===== src/rtl/tile_pkg.sv =====
// Shared tile-grid types, geometry constants and the constant level table.
package tile_pkg;

  localparam int unsigned TILE_W     = 80;
  localparam int unsigned TILE_H     = 80;
  localparam int unsigned COLS       = 8;
  localparam int unsigned ROWS       = 6;
  localparam int unsigned CELLS      = ROWS * COLS;
  localparam int unsigned SCREEN_W   = 640;
  localparam int unsigned SCREEN_H   = 480;
  localparam int unsigned NUM_LEVELS = 4;
  localparam int unsigned PIX_W      = 11;
  localparam int unsigned COL_W      = $clog2(COLS);
  localparam int unsigned ROW_W      = $clog2(ROWS);
  localparam int unsigned IDX_W      = $clog2(CELLS);
  localparam int unsigned LVL_W      = 2;
  localparam int unsigned GCNT_W     = 6;

  typedef enum logic [1:0] {
    BACKGROUND = 2'b00,
    FLOOR      = 2'b01,
    GIFT       = 2'b10
  } tile_t;

  // Short aliases keep the level table readable.
  localparam tile_t BG = BACKGROUND;
  localparam tile_t FL = FLOOR;
  localparam tile_t GF = GIFT;

  // Row-major level layouts, one row of 8 cells per line.
  localparam tile_t LEVEL_TABLE [NUM_LEVELS][CELLS] = '{
    '{BG, BG, BG, BG, BG, BG, BG, BG,
      BG, BG, BG, BG, BG, BG, BG, BG,
      BG, BG, BG, GF, BG, BG, BG, BG,
      BG, BG, FL, FL, FL, FL, BG, BG,
      BG, BG, BG, BG, BG, BG, GF, BG,
      FL, FL, FL, FL, FL, FL, FL, FL},
    '{BG, BG, BG, BG, BG, BG, BG, GF,
      BG, GF, BG, BG, BG, BG, BG, BG,
      FL, FL, FL, FL, BG, BG, BG, BG,
      BG, BG, BG, BG, BG, BG, GF, BG,
      BG, BG, BG, BG, FL, FL, FL, FL,
      FL, FL, FL, FL, FL, FL, FL, FL},
    '{BG, BG, BG, BG, BG, BG, BG, BG,
      BG, BG, BG, GF, BG, BG, BG, BG,
      BG, FL, FL, FL, FL, FL, FL, BG,
      BG, BG, BG, BG, BG, BG, BG, BG,
      GF, BG, GF, BG, GF, BG, GF, BG,
      FL, FL, FL, FL, FL, FL, FL, FL},
    '{GF, GF, GF, GF, GF, GF, GF, GF,
      BG, BG, BG, BG, BG, BG, BG, BG,
      BG, BG, BG, BG, BG, BG, BG, BG,
      FL, FL, BG, BG, BG, BG, FL, FL,
      BG, BG, BG, BG, BG, BG, BG, BG,
      FL, FL, FL, FL, FL, FL, FL, FL}
  };

  // The reserved code 2'b11 is never stored; it collapses to BACKGROUND.
  function automatic tile_t sanitize(input logic [1:0] code);
    return (code == 2'b11) ? BACKGROUND : tile_t'(code);
  endfunction

endpackage


===== src/rtl/tile_locator.sv =====
// Pure combinational pixel -> tile row/col and in-tile offset, via comparator chains.
module tile_locator
  import tile_pkg::*;
(
  input  logic [PIX_W-1:0] pix_x_i,
  input  logic [PIX_W-1:0] pix_y_i,
  output logic [ROW_W-1:0] row_c_o,
  output logic [COL_W-1:0] col_c_o,
  output logic [PIX_W-1:0] off_x_c_o,
  output logic [PIX_W-1:0] off_y_c_o,
  output logic             on_screen_c_o
);

  logic [ROW_W-1:0] row_c;
  logic [COL_W-1:0] col_c;

  // Count tile boundaries at or left of / above the pixel.
  always_comb begin
    col_c = '0;
    row_c = '0;
    for (int unsigned k = 1; k < COLS; k++) begin
      if (pix_x_i >= PIX_W'(k * TILE_W)) col_c = col_c + COL_W'(1);
    end
    for (int unsigned k = 1; k < ROWS; k++) begin
      if (pix_y_i >= PIX_W'(k * TILE_H)) row_c = row_c + ROW_W'(1);
    end
  end

  assign row_c_o       = row_c;
  assign col_c_o       = col_c;
  assign off_x_c_o     = pix_x_i - PIX_W'(32'(col_c) * TILE_W);
  assign off_y_c_o     = pix_y_i - PIX_W'(32'(row_c) * TILE_H);
  assign on_screen_c_o = (32'(pix_x_i) < SCREEN_W) && (32'(pix_y_i) < SCREEN_H);

endmodule


===== src/rtl/tile_grid_ctrl.sv =====
// Tile grid owner: display lookup, level loading and ball-hit gift clearing.
module tile_grid_ctrl
  import tile_pkg::*;
(
  input  logic              clk,
  input  logic              resetN,
  input  logic [PIX_W-1:0]  pixelX,
  input  logic [PIX_W-1:0]  pixelY,
  output logic [PIX_W-1:0]  offsetX,
  output logic [PIX_W-1:0]  offsetY,
  output logic [1:0]        Tile_type,
  input  logic              loadLevel,
  input  logic [LVL_W-1:0]  levelSel,
  input  logic              hitReq,
  input  logic [PIX_W-1:0]  hitX,
  input  logic [PIX_W-1:0]  hitY,
  output logic              hitAck,
  output logic              giftCollected,
  output logic              busy,
  output logic [GCNT_W-1:0] giftsLeft
);

  typedef enum logic [1:0] {SERVE, LOAD, HIT_RD, HIT_WR} state_t;

  state_t              state_q, state_d;
  logic [IDX_W-1:0]    load_idx_q, load_idx_d;
  logic [LVL_W-1:0]    lvl_q, lvl_d;
  logic [GCNT_W-1:0]   gifts_q, gifts_d;
  logic [IDX_W-1:0]    hit_idx_q, hit_idx_d;
  logic                hit_on_q, hit_on_d;
  logic                ack_q, ack_d;
  logic                gcol_q, gcol_d;
  logic                busy_q, busy_d;
  tile_t               grid_q [CELLS];
  tile_t               tile_q;
  logic [PIX_W-1:0]    off_x_q, off_y_q;

  logic                wr_en_c;
  logic [IDX_W-1:0]    wr_idx_c;
  tile_t               wr_val_c;

  logic [ROW_W-1:0]    disp_row, hit_row;
  logic [COL_W-1:0]    disp_col, hit_col;
  logic [PIX_W-1:0]    disp_off_x, disp_off_y;
  logic [PIX_W-1:0]    hit_off_x_unused, hit_off_y_unused;
  logic                disp_on, hit_on;
  logic [IDX_W-1:0]    disp_idx, hit_idx;

  tile_locator u_disp_loc (
    .pix_x_i       (pixelX),
    .pix_y_i       (pixelY),
    .row_c_o       (disp_row),
    .col_c_o       (disp_col),
    .off_x_c_o     (disp_off_x),
    .off_y_c_o     (disp_off_y),
    .on_screen_c_o (disp_on)
  );

  tile_locator u_hit_loc (
    .pix_x_i       (hitX),
    .pix_y_i       (hitY),
    .row_c_o       (hit_row),
    .col_c_o       (hit_col),
    .off_x_c_o     (hit_off_x_unused),
    .off_y_c_o     (hit_off_y_unused),
    .on_screen_c_o (hit_on)
  );

  assign disp_idx = IDX_W'(32'(disp_row) * COLS + 32'(disp_col));
  assign hit_idx  = IDX_W'(32'(hit_row) * COLS + 32'(hit_col));

  // Next-state, load sequencing, hit servicing and the single grid write port.
  always_comb begin
    state_d    = state_q;
    load_idx_d = load_idx_q;
    lvl_d      = lvl_q;
    gifts_d    = gifts_q;
    hit_idx_d  = hit_idx_q;
    hit_on_d   = hit_on_q;
    ack_d      = 1'b0;
    gcol_d     = 1'b0;
    wr_en_c    = 1'b0;
    wr_idx_c   = '0;
    wr_val_c   = BACKGROUND;
    unique case (state_q)
      SERVE: begin
        if (loadLevel) begin
          state_d    = LOAD;
          load_idx_d = '0;
          gifts_d    = '0;
          lvl_d      = levelSel;
        end else if (hitReq) begin
          state_d = HIT_RD;
        end
      end
      LOAD: begin
        wr_en_c  = 1'b1;
        wr_idx_c = load_idx_q;
        wr_val_c = sanitize(LEVEL_TABLE[lvl_q][load_idx_q]);
        if (wr_val_c == GIFT) gifts_d = gifts_q + GCNT_W'(1);
        if (load_idx_q == IDX_W'(CELLS - 1)) begin
          state_d = SERVE;
        end else begin
          load_idx_d = load_idx_q + IDX_W'(1);
        end
      end
      HIT_RD: begin
        hit_idx_d = hit_idx;
        hit_on_d  = hit_on;
        state_d   = HIT_WR;
      end
      HIT_WR: begin
        ack_d   = 1'b1;
        state_d = SERVE;
        if (hit_on_q && (grid_q[hit_idx_q] == GIFT)) begin
          wr_en_c  = 1'b1;
          wr_idx_c = hit_idx_q;
          wr_val_c = BACKGROUND;
          gcol_d   = 1'b1;
          if (gifts_q != '0) gifts_d = gifts_q - GCNT_W'(1);
        end
      end
      default: state_d = SERVE;
    endcase
    busy_d = (state_d == LOAD) || (state_d == HIT_WR);
  end

  // Control and status registers.
  always_ff @(posedge clk) begin
    if (!resetN) begin
      state_q    <= SERVE;
      load_idx_q <= '0;
      lvl_q      <= '0;
      gifts_q    <= '0;
      hit_idx_q  <= '0;
      hit_on_q   <= 1'b0;
      ack_q      <= 1'b0;
      gcol_q     <= 1'b0;
      busy_q     <= 1'b0;
    end else begin
      state_q    <= state_d;
      load_idx_q <= load_idx_d;
      lvl_q      <= lvl_d;
      gifts_q    <= gifts_d;
      hit_idx_q  <= hit_idx_d;
      hit_on_q   <= hit_on_d;
      ack_q      <= ack_d;
      gcol_q     <= gcol_d;
      busy_q     <= busy_d;
    end
  end

  // Grid storage: cleared on reset, one cell written per cycle at most.
  always_ff @(posedge clk) begin
    if (!resetN) begin
      for (int i = 0; i < CELLS; i++) grid_q[i] <= BACKGROUND;
    end else if (wr_en_c) begin
      grid_q[wr_idx_c] <= wr_val_c;
    end
  end

  // Display path: one-cycle registered lookup, blanked off-screen and during loads.
  always_ff @(posedge clk) begin
    if (!resetN) begin
      tile_q  <= BACKGROUND;
      off_x_q <= '0;
      off_y_q <= '0;
    end else if (disp_on) begin
      tile_q  <= (state_q == LOAD) ? BACKGROUND : grid_q[disp_idx];
      off_x_q <= disp_off_x;
      off_y_q <= disp_off_y;
    end else begin
      tile_q  <= BACKGROUND;
      off_x_q <= '0;
      off_y_q <= '0;
    end
  end

  assign Tile_type     = tile_q;
  assign offsetX       = off_x_q;
  assign offsetY       = off_y_q;
  assign hitAck        = ack_q;
  assign giftCollected = gcol_q;
  assign busy          = busy_q;
  assign giftsLeft     = gifts_q;

endmodule


===== config.mk =====
export PLATFORM = sky130hd
export DESIGN_NAME = tile_grid_ctrl
export DESIGN_NICKNAME = d
export VERILOG_FILES = /design/src/rtl/tile_pkg.sv /design/src/rtl/tile_locator.sv /design/src/rtl/tile_grid_ctrl.sv
export SDC_FILE = /design/constraint.sdc
export NUM_CORES = 1
export LEC_CHECK = 0
export ABC_CLOCK_PERIOD_IN_PS = 15400
export CORE_MARGIN = 2
export CORE_UTILIZATION = 65
export DETAILED_ROUTE_END_ITERATION = 10
export PLACE_DENSITY = 0.87
export SYNTH_ARGS = -nofsm -noshare
export SYNTH_HDL_FRONTEND = slang
export SYNTH_HIERARCHICAL = 1
export SYNTH_SLANG_ARGS = --single-unit
export TNS_END_PERCENT = 100

===== constraint.sdc =====
create_clock -name clk -period 15.4 [get_ports clk]
set_input_delay 2.31 -clock clk [delete_from_list [all_inputs] [get_ports clk]]
set_output_delay 2.31 -clock clk [all_outputs]
set_load 0.005 [all_outputs]

==> out/qor.yml, run 1 <==
status: "complete, no violations"
cp.arrival_ns: 8.26
critPathMaxFanout: 33
reg2reg_to: "grid_q[28][0]$_SDFFCE_PN0P_"
rsz0062_at_grt: "no"
drt_wl_total_um: 27000
min_path_type: "flop to flop"
syn_inst: 1067
post-cts-setup-buffers: 0
finish.utilization: 0.744
firstDrtPassIters: 8
drive_gt1_frac: 0.108
hold-path-cell-count: 2
hold_path.startpoint: "lvl_q[1]$_SDFFE_PN0P_"
fin_skew_ns: 0.00981
cts.clk_slew.worst_paths_ns: 0.07
critPathSlowestCell: "clkdlybuf4s50_1"
cts_root_buffer: "clkbuf_16"
die_w_um: 136
syn_to_final_growth_pct: 13.1
fin_crit_ns: 7.99
cts_tree: "yes"
period_share: 0.519
wl_met3_um: 2770
grt_overflow: 0
crit_path_start_kind: "input port"
cp_top_family: "multiplexers"
io_buffers: 74
antenna_left: 0
rows: 48
max-clock-path-buffers: 2
fmax_mhz: 125
max_slew_margin: 0.158
clock_latency_ns: 0.44
io_pins: 83
post_cts_resize_count: 0
hpwl_um: 18000
pre_cts_ws_ns: 7.06
wl_met2_um: 13300
place_congestion: 0.916
r2r_slack_ns: 10.65
crit_start: "pixelX[8]"
drv_cap: 0
worstPathCellList: "clkdlybuf4s50_1 > nor3_1 > nand2_1 > inv_2 > ha_1 > or4b_4 > o311ai_2 > a311oi_2 > clkinv_2 > ha_1 > mux2i_1 > o21ai_0 > xnor2_1 > a21o_1 > ha_1 > a221o_1 > buf_4 > mux4_2 > mux4_2 > mux4_2 > nor3b_1"
start_util: 0.658
antenna_cells: 0
drtIter0Drc: 1130
tightest_slew_ns: 1.26
wire_per_inst_um: 19.5
nets: 1247
setup_ws_ns: 7.41
required_ns: 15.67
rr_worst_depth: 8
timing.hold.ws_ns: 0.509
min_to: "lvl_q[1]$_SDFFE_PN0P_"
topRoutingLayerUsed: "met4"
grt_max_degree: 80
hold_viol: 0
p_leak_nw: 4.70
peakVddDrop_uv: 88.2
viasPerCell: 6.38
netlist_area_um2: 11300
cts_buffers: 17
hold_buffers: 0
timing.setup.tns_ns: 0
max_stage_delay_ns: 0.58
wl_met1_um: 9830
synth.avg_cell_area_um2: 10.6
antenna_found_initial: 0
critPathBufInv: 4
setup_viol: 0
grt_pass1_wl_um: 42600
critPathKind: "input port to flop"
endpoint_kind: "flop"
grt_usage: 0.302
cts_htree_levels: 4
drv_slew: 0
vias: 8831
die_area_um2: 18400
grt_pass1_vias: 8654
ys_warn_count: 6
clock-sinks: 184
drc_errors: 0
power.density_nw_per_um2: 105
dieHeight_um: 136
core_area_um2: 17100
-- how the worst max path moves through the flow --
stage	end	slack, ns	cells past startpoint
final	Tile_type[0]$_SDFF_PP0_	7.41	21
after global routing	offsetX[10]$_SDFF_PN0_	6.95	30
after CTS	offsetX[10]$_SDFF_PN0_	7.53	30
after detailed placement	Tile_type[0]$_SDFF_PP0_	7.06	21
after global placement	Tile_type[0]$_SDFF_PP0_	7.16	21
after floorplan	Tile_type[0]$_SDFF_PP0_	8.01	22
-- cells in the final DEF, fill, tap and decap left out, types with 15 or more instances in the layout --
master and n:
a21oi_1 57, and3_1 24, clkbuf_16 17, clkdlybuf4s50_1 73
conb_1 53, dfxtp_1 56, edfxtp_1 128, ha_1 47
inv_1 61, mux2i_1 18, mux4_2 42, nand2_1 62
nand2b_1 23, nand3_1 15, nor2_1 87, nor2b_1 15
nor3_1 41, o21ai_0 59, o21ai_1 19, xnor2_1 28
xor2_1 18
-- metrics by stage --
step / cells / total power [mW] / area [um^2]
after floorplan: 1119 / 0.840 / 11500
final: 1385 / 1.34 / 12700
after global placement: 1353 / 0.914 / 12200
after CTS: 1385 / 1.34 / 12700
after global routing: 1385 / 1.40 / 12700
after detailed placement: 1353 / 0.930 / 12200
-- state kept, by name (all words and copies together), names as in the netlist, named ones only --
signal,cells
lvl_q,2
hitAck,1
load_idx_q,6
hit_on_q,1
giftsLeft,6
hit_idx_q,6
offsetY,11
Tile_type,2
offsetX,11
giftCollected,1
busy,1
grid_q,128
state_q,2
-- power breakdown --
part           leakage (nW)  internal [mW]  total (mW)  switching [mW]
Clock                 0.263          0.212       0.414           0.202
Sequential             1.74          0.549       0.565          0.0158
Combinational          2.69          0.174       0.363           0.189
Total                  4.70          0.935        1.34           0.407
-- per-layer routing --
layer	track usage	vias up
met3	0.0748	91
met2	0.511	538
met1	0.360	4131
li1	-	4071
met4	0.150	0
met5	0	-
-- worst reg2reg max path, stage by stage (launching register included) --
cell and delay (ns):
dfxtp_1 0.45, nand2b_1 0.61, o31ai_1 0.18, a2111oi_0 0.48, a32oi_1 0.21, a221oi_2 0.90
a31oi_2 0.54, or2_1 0.65, o21ai_0 0.41
-- cell type report --
| class | count | area, um^2 |
|---|---|---|
| Multi-Input combinational cell | 798 | 5900 |
| Sequential cell | 184 | 4960 |
| Fill cell | 1134 | 4380 |
| Timing Repair Buffer | 80 | 781 |
| Clock buffer | 17 | 425 |
| Tap cell | 225 | 282 |
| Inverter | 66 | 249 |
| Clock inverter | 15 | 135 |
No activity file was read; power rests on OpenSTA's default activity.
==> run 2, diff against run 1 <==
Settings changed: ABC_CLOCK_PERIOD_IN_PS 15400 to 7200, CORE_UTILIZATION 65 to 54, PLACE_DENSITY 0.87 to 0.77.
Clock period 15.4 ns to 7.2 ns, I/O delays scaled along.
==> run 2 against run 1 <==
Net effect: clock skew barely moved; sequential power increased by 110%; worst hold slack worse by 0.0066 ns; via count shrank 1.7%; cell count grew 3.8%; final area is 1.3% higher; utilization fell by 11 points; combinational power up 110%; worst setup slack got worse by 6.7 ns; register-to-register slack got worse by 8.3 ns; largest power group unchanged.
==> out/qor.yml, run 2 (synthesis results as in run 1) <==
grt_pass1_wl_um: 42600  # about the same
cp.arrival_ns: 6.87  # was 8.26 ns
fin_skew_ns: 0.00983  # was 0.00981 ns
die_w_um: 148  # was 136 um
endpoint_kind: "flop"  # unchanged
clock-sinks: 184  # unchanged
cts_buffers: 17  # unchanged
io_buffers: 74  # unchanged
clock_latency_ns: 0.44  # about the same
rr_worst_depth: 8  # unchanged
grt_max_degree: 80  # unchanged
p_leak_nw: 4.77  # was 4.70 nW
timing.setup.tns_ns: 0  # unchanged
rsz0062_at_grt: "no"  # unchanged
drtIter0Drc: 742  # was 1130
fmax_mhz: 153
crit_path_start_kind: "input port"  # unchanged
start_util: 0.553  # was 0.658
layout_common_cells: "128 x edfxtp_1, 87 x nor2_1, 73 x clkdlybuf4s50_1, 62 x nand2_1, 61 x inv_1"  # unchanged
post-cts-setup-buffers: 0  # unchanged
tightest_slew_ns: 0.960  # was 1.26 ns
drc_errors: 0  # unchanged
cts_root_buffer: "clkbuf_16"  # unchanged
drv_cap: 0  # unchanged
critPathMaxFanout: 33  # unchanged
setup_viol: 0  # unchanged
cts.clk_slew.worst_paths_ns: 0.07  # about the same
post_cts_resize_count: 0  # unchanged
antenna_cells: 0  # unchanged
grt_usage: 0.248  # was 0.302
drv_slew: 0  # unchanged
hold_viol: 0  # unchanged
syn_to_final_growth_pct: 14.5  # was 13.1%
min_path_type: "flop to flop"  # unchanged
power.density_nw_per_um2: 229  # was 105 nW/um^2
antenna_left: 0  # unchanged
dieHeight_um: 148  # was 136 um
required_ns: 7.53  # was 15.67 ns
finish.utilization: 0.634  # was 0.744
viasPerCell: 6.04  # was 6.38
hold_path.startpoint: "giftsLeft[4]$_SDFFE_PN0P_"  # was lvl_q[1]$_SDFFE_PN0P_
firstDrtPassIters: 7  # was 8
largest_register: "grid_q"  # unchanged
critPathKind: "input port to flop"  # unchanged
vias: 8680  # was 8831
cts_tree: "yes"  # unchanged
grt_overflow: 0  # unchanged
place_congestion: 0.851  # was 0.916
totalPowerFinal_mw: 2.95  # was 1.34 mW
status: "complete, no violations"  # unchanged
period_share: 0.908
max_slew_margin: 0.360  # was 0.158
min_to: "giftsLeft[4]$_SDFFE_PN0P_"  # was lvl_q[1]$_SDFFE_PN0P_
hpwl_um: 18600  # was 18000 um
largest_register_ff_count: 128  # unchanged
wire_per_inst_um: 18.7  # was 19.5 um
hold_buffers: 0  # unchanged
drt_wl_total_um: 26800  # was 27000 um
hold-path-cell-count: 2  # unchanged
nets: 1254  # was 1247
drive_gt1_frac: 0.112  # was 0.108
final_common_cell: "edfxtp_1"  # unchanged
r2r_slack_ns: 2.33  # was 10.65 ns
io_pins: 83  # unchanged
placedInstanceArea_um2: 12300  # was 12200 um^2
fin_crit_ns: 6.54
finish.instance_area_um2: 12900  # was 12700 um^2
grt_pass1_vias: 8439  # was 8654
reg2reg_to: "grid_q[12][1]$_SDFFCE_PN0P_"  # was grid_q[28][0]$_SDFFCE_PN0P_
peakVddDrop_uv: 132  # was 88.2 uV
max-clock-path-buffers: 2  # unchanged
die_area_um2: 22000  # was 18400 um^2
core_area_um2: 20400  # was 17100 um^2
rows: 52  # was 48
cts_htree_levels: 4  # unchanged
antenna_found_initial: 1  # was 0
run 2: cell type report:
cell class	count	area, um^2
fillers	1598	7460
multi-input cells	798	5900
flip-flops and latches	184	4960
repair buffers	87	846
clock buffers	17	425
well taps	270	338
inverters	66	249
clock inverters	15	180
run 2: how the worst max path moves through the flow:
stage / start / endpoint / cells past startpoint
3_5_place_dp: pixelX[10] / Tile_type[1]$_SDFF_PP0_ / 21
6_report: pixelX[10] / Tile_type[1]$_SDFF_PP0_ / 21
2_1_floorplan: pixelX[8] / Tile_type[1]$_SDFF_PP0_ / 22
5_1_grt: pixelX[9] / offsetX[10]$_SDFF_PN0_ / 27
3_3_place_gp: pixelX[10] / Tile_type[0]$_SDFF_PP0_ / 21
4_1_cts: pixelX[10] / offsetX[10]$_SDFF_PN0_ / 27
run 2: through the flow:
| step | cells | hold slack [ns] | worst slack, ns |
|---|---|---|---|
| finish | 1437 | 0.503 | 0.660 |
| detailed placement | 1405 | 0.494 | 0.235 |
| global placement | 1405 | 0.482 | 0.380 |
| floorplan | 1119 | 0.469 | 1.04 |
| global route | 1437 | 0.543 | 0.322 |
| CTS | 1437 | 0.504 | 0.653 |
run 2: metal layers:
metal | vias up | track usage | part of all wire
met5 | - | 0 | 0.00048
met4 | 2 | 0.0962 | 0.028
met3 | 66 | 0.0466 | 0.075
met2 | 358 | 0.428 | 0.50
met1 | 4159 | 0.310 | 0.40
li1 | 4095 | - | -
run 2: worst max-delay path, stage by stage:
cell	delay (ns)
clkdlybuf4s50_1	0.54
nor3_1	0.31
nand2_1	0.10
nor2_1	0.16
ha_1	0.36
or4b_4	0.57
o311ai_2	0.25
a311oi_2	0.12
clkinv_2	0.09
ha_1	0.22
mux2i_1	0.12
o21ai_0	0.11
xnor2_1	0.17
a21o_1	0.19
ha_1	0.31
a221o_1	0.33
buf_4	0.28
mux4_2	0.37
mux4_2	0.53
mux4_2	0.47
nor3b_1	0.15
run 2: report_power, final:
group          switching (mW)  internal [mW]  total (mW)  leakage, nW
logic                   0.397          0.379       0.776         2.73
clock network           0.438          0.527       0.965        0.301
registers              0.0351           1.17        1.21         1.74
==> run 3, diff against run 2 <==
Settings changed: CORE_MARGIN 2 to unset.
==> run 3 against run 2 <==
Net effect: cell count unchanged; clock power down 9.1%; total power down 2.9%.
==> out/qor.yml, run 3 (synthesis results as in run 1) <==
r2r_slack_ns: 2.29  # was 2.33 ns
grt_usage: 0.255  # was 0.248
die_area_um2: 21400  # was 22000 um^2
io_pins: 83  # unchanged
grt_overflow: 0  # unchanged
drt_wl_total_um: 26500  # was 26800 um
hold_viol: 0  # unchanged
timing.setup.tns_ns: 0  # unchanged
rows: 52  # unchanged
drv_cap: 0  # unchanged
clock-sinks: 184  # unchanged
clock_latency_ns: 0.44  # about the same
viasPerCell: 6.09  # was 6.04
peakVddDrop_uv: 165  # was 132 uV
pwr-share-clk: 0.306  # was 0.327
seqPwrFrac: 0.422  # was 0.410
start_util: 0.553  # unchanged
required_ns: 7.52  # was 7.53 ns
cts.clk_slew.worst_paths_ns: 0.07  # about the same
setup_ws_ns: 0.678  # was 0.660 ns
cts_buffers: 17  # unchanged
antenna_left: 0  # unchanged
place_congestion: 0.847  # was 0.851
critPathMaxFanout: 33  # unchanged
fin_crit_ns: 6.52  # was 6.54 ns
fmax_mhz: 153  # about the same
p_leak_nw: 4.74  # was 4.77 nW
hpwl_um: 18500  # was 18600 um
drc_errors: 0  # unchanged
max_slew_margin: 0.331  # was 0.360
max-clock-path-buffers: 2  # unchanged
cts_root_buffer: "clkbuf_16"  # unchanged
pre_cts_ws_ns: 0.291  # was 0.235 ns
comb_power_share: 0.272  # was 0.263
crit_path_start_kind: "input port"  # unchanged
antenna_cells: 0  # unchanged
wire_per_inst_um: 18.5  # was 18.7 um
critPathSlowestCell: "or4b_4"  # unchanged
layout_common_cells: "128 x edfxtp_1, 87 x nor2_1, 73 x clkdlybuf4s50_1, 62 x nand2_1, 61 x inv_1"  # unchanged
drtIter0Drc: 894  # was 742
vias: 8746  # was 8680
cp.arrival_ns: 6.84  # was 6.87 ns
fin_skew_ns: 0.0109  # was 0.00983 ns
power.switching_fraction: 0.299  # was 0.295
firstDrtPassIters: 5  # was 7
antenna_found_initial: 0  # was 1
setup_viol: 0  # unchanged
endpoint_kind: "flop"  # unchanged
die_w_um: 146  # was 148 um
min_path_type: "flop to flop"  # unchanged
final_common_cell: "edfxtp_1"  # unchanged
max_stage_delay_ns: 0.57  # about the same
grt_pass1_wl_um: 42400  # was 42600 um
tightest_slew_ns: 1.00  # was 0.960 ns
cts_htree_levels: 4  # unchanged
dieHeight_um: 146  # was 148 um
grt_max_degree: 43  # was 80
io_buffers: 74  # unchanged
core_area_um2: 20400  # unchanged
worstPathCellList: "clkdlybuf4s50_1 > nor3_1 > nand2_1 > nor2_1 > ha_1 > or4b_4 > o311ai_2 > a311oi_2 > clkinv_2 > ha_1 > mux2i_1 > o21ai_0 > xnor2_1 > a21o_1 > ha_1 > a221o_1 > buf_12 > mux4_2 > mux4_2 > mux4_2 > nor3b_1"  # was clkdlybuf4s50_1 > nor3_1 > nand2_1 > nor2_1 > ha_1 > or4b_4 > o311ai_2 > a311oi_2 > clkinv_2 > ha_1 > mux2i_1 > o21ai_0 > xnor2_1 > a21o_1 > ha_1 > a221o_1 > buf_4 > mux4_2 > mux4_2 > mux4_2 > nor3b_1
syn_to_final_growth_pct: 14.1  # was 14.5%
reg2reg_to: "grid_q[36][0]$_SDFFCE_PN0P_"  # was grid_q[12][1]$_SDFFCE_PN0P_
p_int_mw: 2.01  # was 2.08 mW
grt_pass1_vias: 8411  # was 8439
largest_register_ff_count: 128  # unchanged
largest_register: "grid_q"  # unchanged
crit_start: "pixelX[10]"  # unchanged
period_share: 0.906  # was 0.908
power.density_nw_per_um2: 223  # was 229 nW/um^2
hold_buffers: 0  # unchanged
post_cts_resize_count: 0  # unchanged
rr_worst_depth: 8  # unchanged
setup.worst_path.end: "Tile_type[0]$_SDFF_PP0_"  # was Tile_type[1]$_SDFF_PP0_
status: "complete, no violations"  # unchanged
drv_slew: 0  # unchanged
nets: 1254  # unchanged
drive_gt1_frac: 0.111  # was 0.112
nFillCells: 1647  # was 1598
post-cts-setup-buffers: 0  # unchanged
rsz0062_at_grt: "no"  # unchanged
cts_tree: "yes"  # unchanged
p_sw_mw: 0.856  # was 0.870 mW
critPathKind: "input port to flop"  # unchanged
run 3: cell count changes in the layout (fill, tap and decap cells not counted), sizes merged:
cell,previous run,this run
bufinv,2,0
clkinv,8,9
clkbuf,17,18
clkinvlp,0,1
inv,71,70
run 3: metrics by stage:
| step | std cells | util | cell area [um^2] | hold WS (ns) | total power, mW |
|---|---|---|---|---|---|
| 2_1_floorplan | 1119 | - | 11500 | 0.469 | 1.80 |
| 3_3_place_gp | 1405 | 0.605 | 12300 | 0.482 | 1.97 |
| 3_5_place_dp | 1405 | 0.605 | 12300 | 0.502 | 2.00 |
| 4_1_cts | 1437 | 0.631 | 12900 | 0.512 | 2.87 |
| 5_1_grt | 1437 | 0.631 | 12900 | 0.523 | 2.99 |
| 6_report | 1437 | 0.631 | 12900 | 0.502 | 2.86 |
run 3: cell type report:
type / count / area [um^2] / share of cell area
Inverter: 66 / 249 / 0.0194
Clock buffer: 18 / 429 / 0.0334
Sequential cell: 184 / 4960 / 0.386
Timing Repair Buffer: 87 / 858 / 0.0668
Clock inverter: 14 / 114 / 0.00886
Multi-Input combinational cell: 798 / 5900 / 0.459
Tap cell: 270 / 338 / 0.0263
run 3: metal layers:
| layer | share of wire | track usage | vias up |
|---|---|---|---|
| li1 | - | - | 4081 |
| met1 | 0.40 | 0.312 | 4209 |
| met2 | 0.50 | 0.444 | 396 |
| met3 | 0.074 | 0.0525 | 60 |
| met4 | 0.025 | 0.0911 | 0 |
| met5 | 0 | 0 | - |
run 3: worst min path at each step:
stage | cells past startpoint | startpoint | to
2_1_floorplan | 2 | lvl_q[1]$_SDFFE_PN0P_ | lvl_q[1]$_SDFFE_PN0P_
3_3_place_gp | 2 | giftsLeft[3]$_SDFFE_PN0P_ | giftsLeft[3]$_SDFFE_PN0P_
3_5_place_dp | 2 | lvl_q[1]$_SDFFE_PN0P_ | lvl_q[1]$_SDFFE_PN0P_
4_1_cts | 2 | lvl_q[1]$_SDFFE_PN0P_ | lvl_q[1]$_SDFFE_PN0P_
5_1_grt | 2 | giftsLeft[3]$_SDFFE_PN0P_ | giftsLeft[3]$_SDFFE_PN0P_
6_report | 2 | giftsLeft[4]$_SDFFE_PN0P_ | giftsLeft[4]$_SDFFE_PN0P_
run 3: power groups by stage:
stage / combinational [mW] / sequential [mW] / clock (mW)
6_report: 0.780 / 1.21 / 0.877
3_5_place_dp: 0.769 / 1.23 / 0
2_1_floorplan: 0.581 / 1.22 / 0
3_3_place_gp: 0.747 / 1.23 / 0
4_1_cts: 0.778 / 1.21 / 0.881
5_1_grt: 0.855 / 1.21 / 0.922
run 3: critical path: cells and delay by family:
kind | cells | cell delay, ns
buffers and inverters | 3 | 0.86
AO/OA/AOI/OAI | 5 | 1.07
AND/OR/NAND/NOR | 5 | 1.29
adder cells (fa/ha/maj) | 3 | 0.87
XOR/XNOR | 1 | 0.18
multiplexers | 4 | 1.46
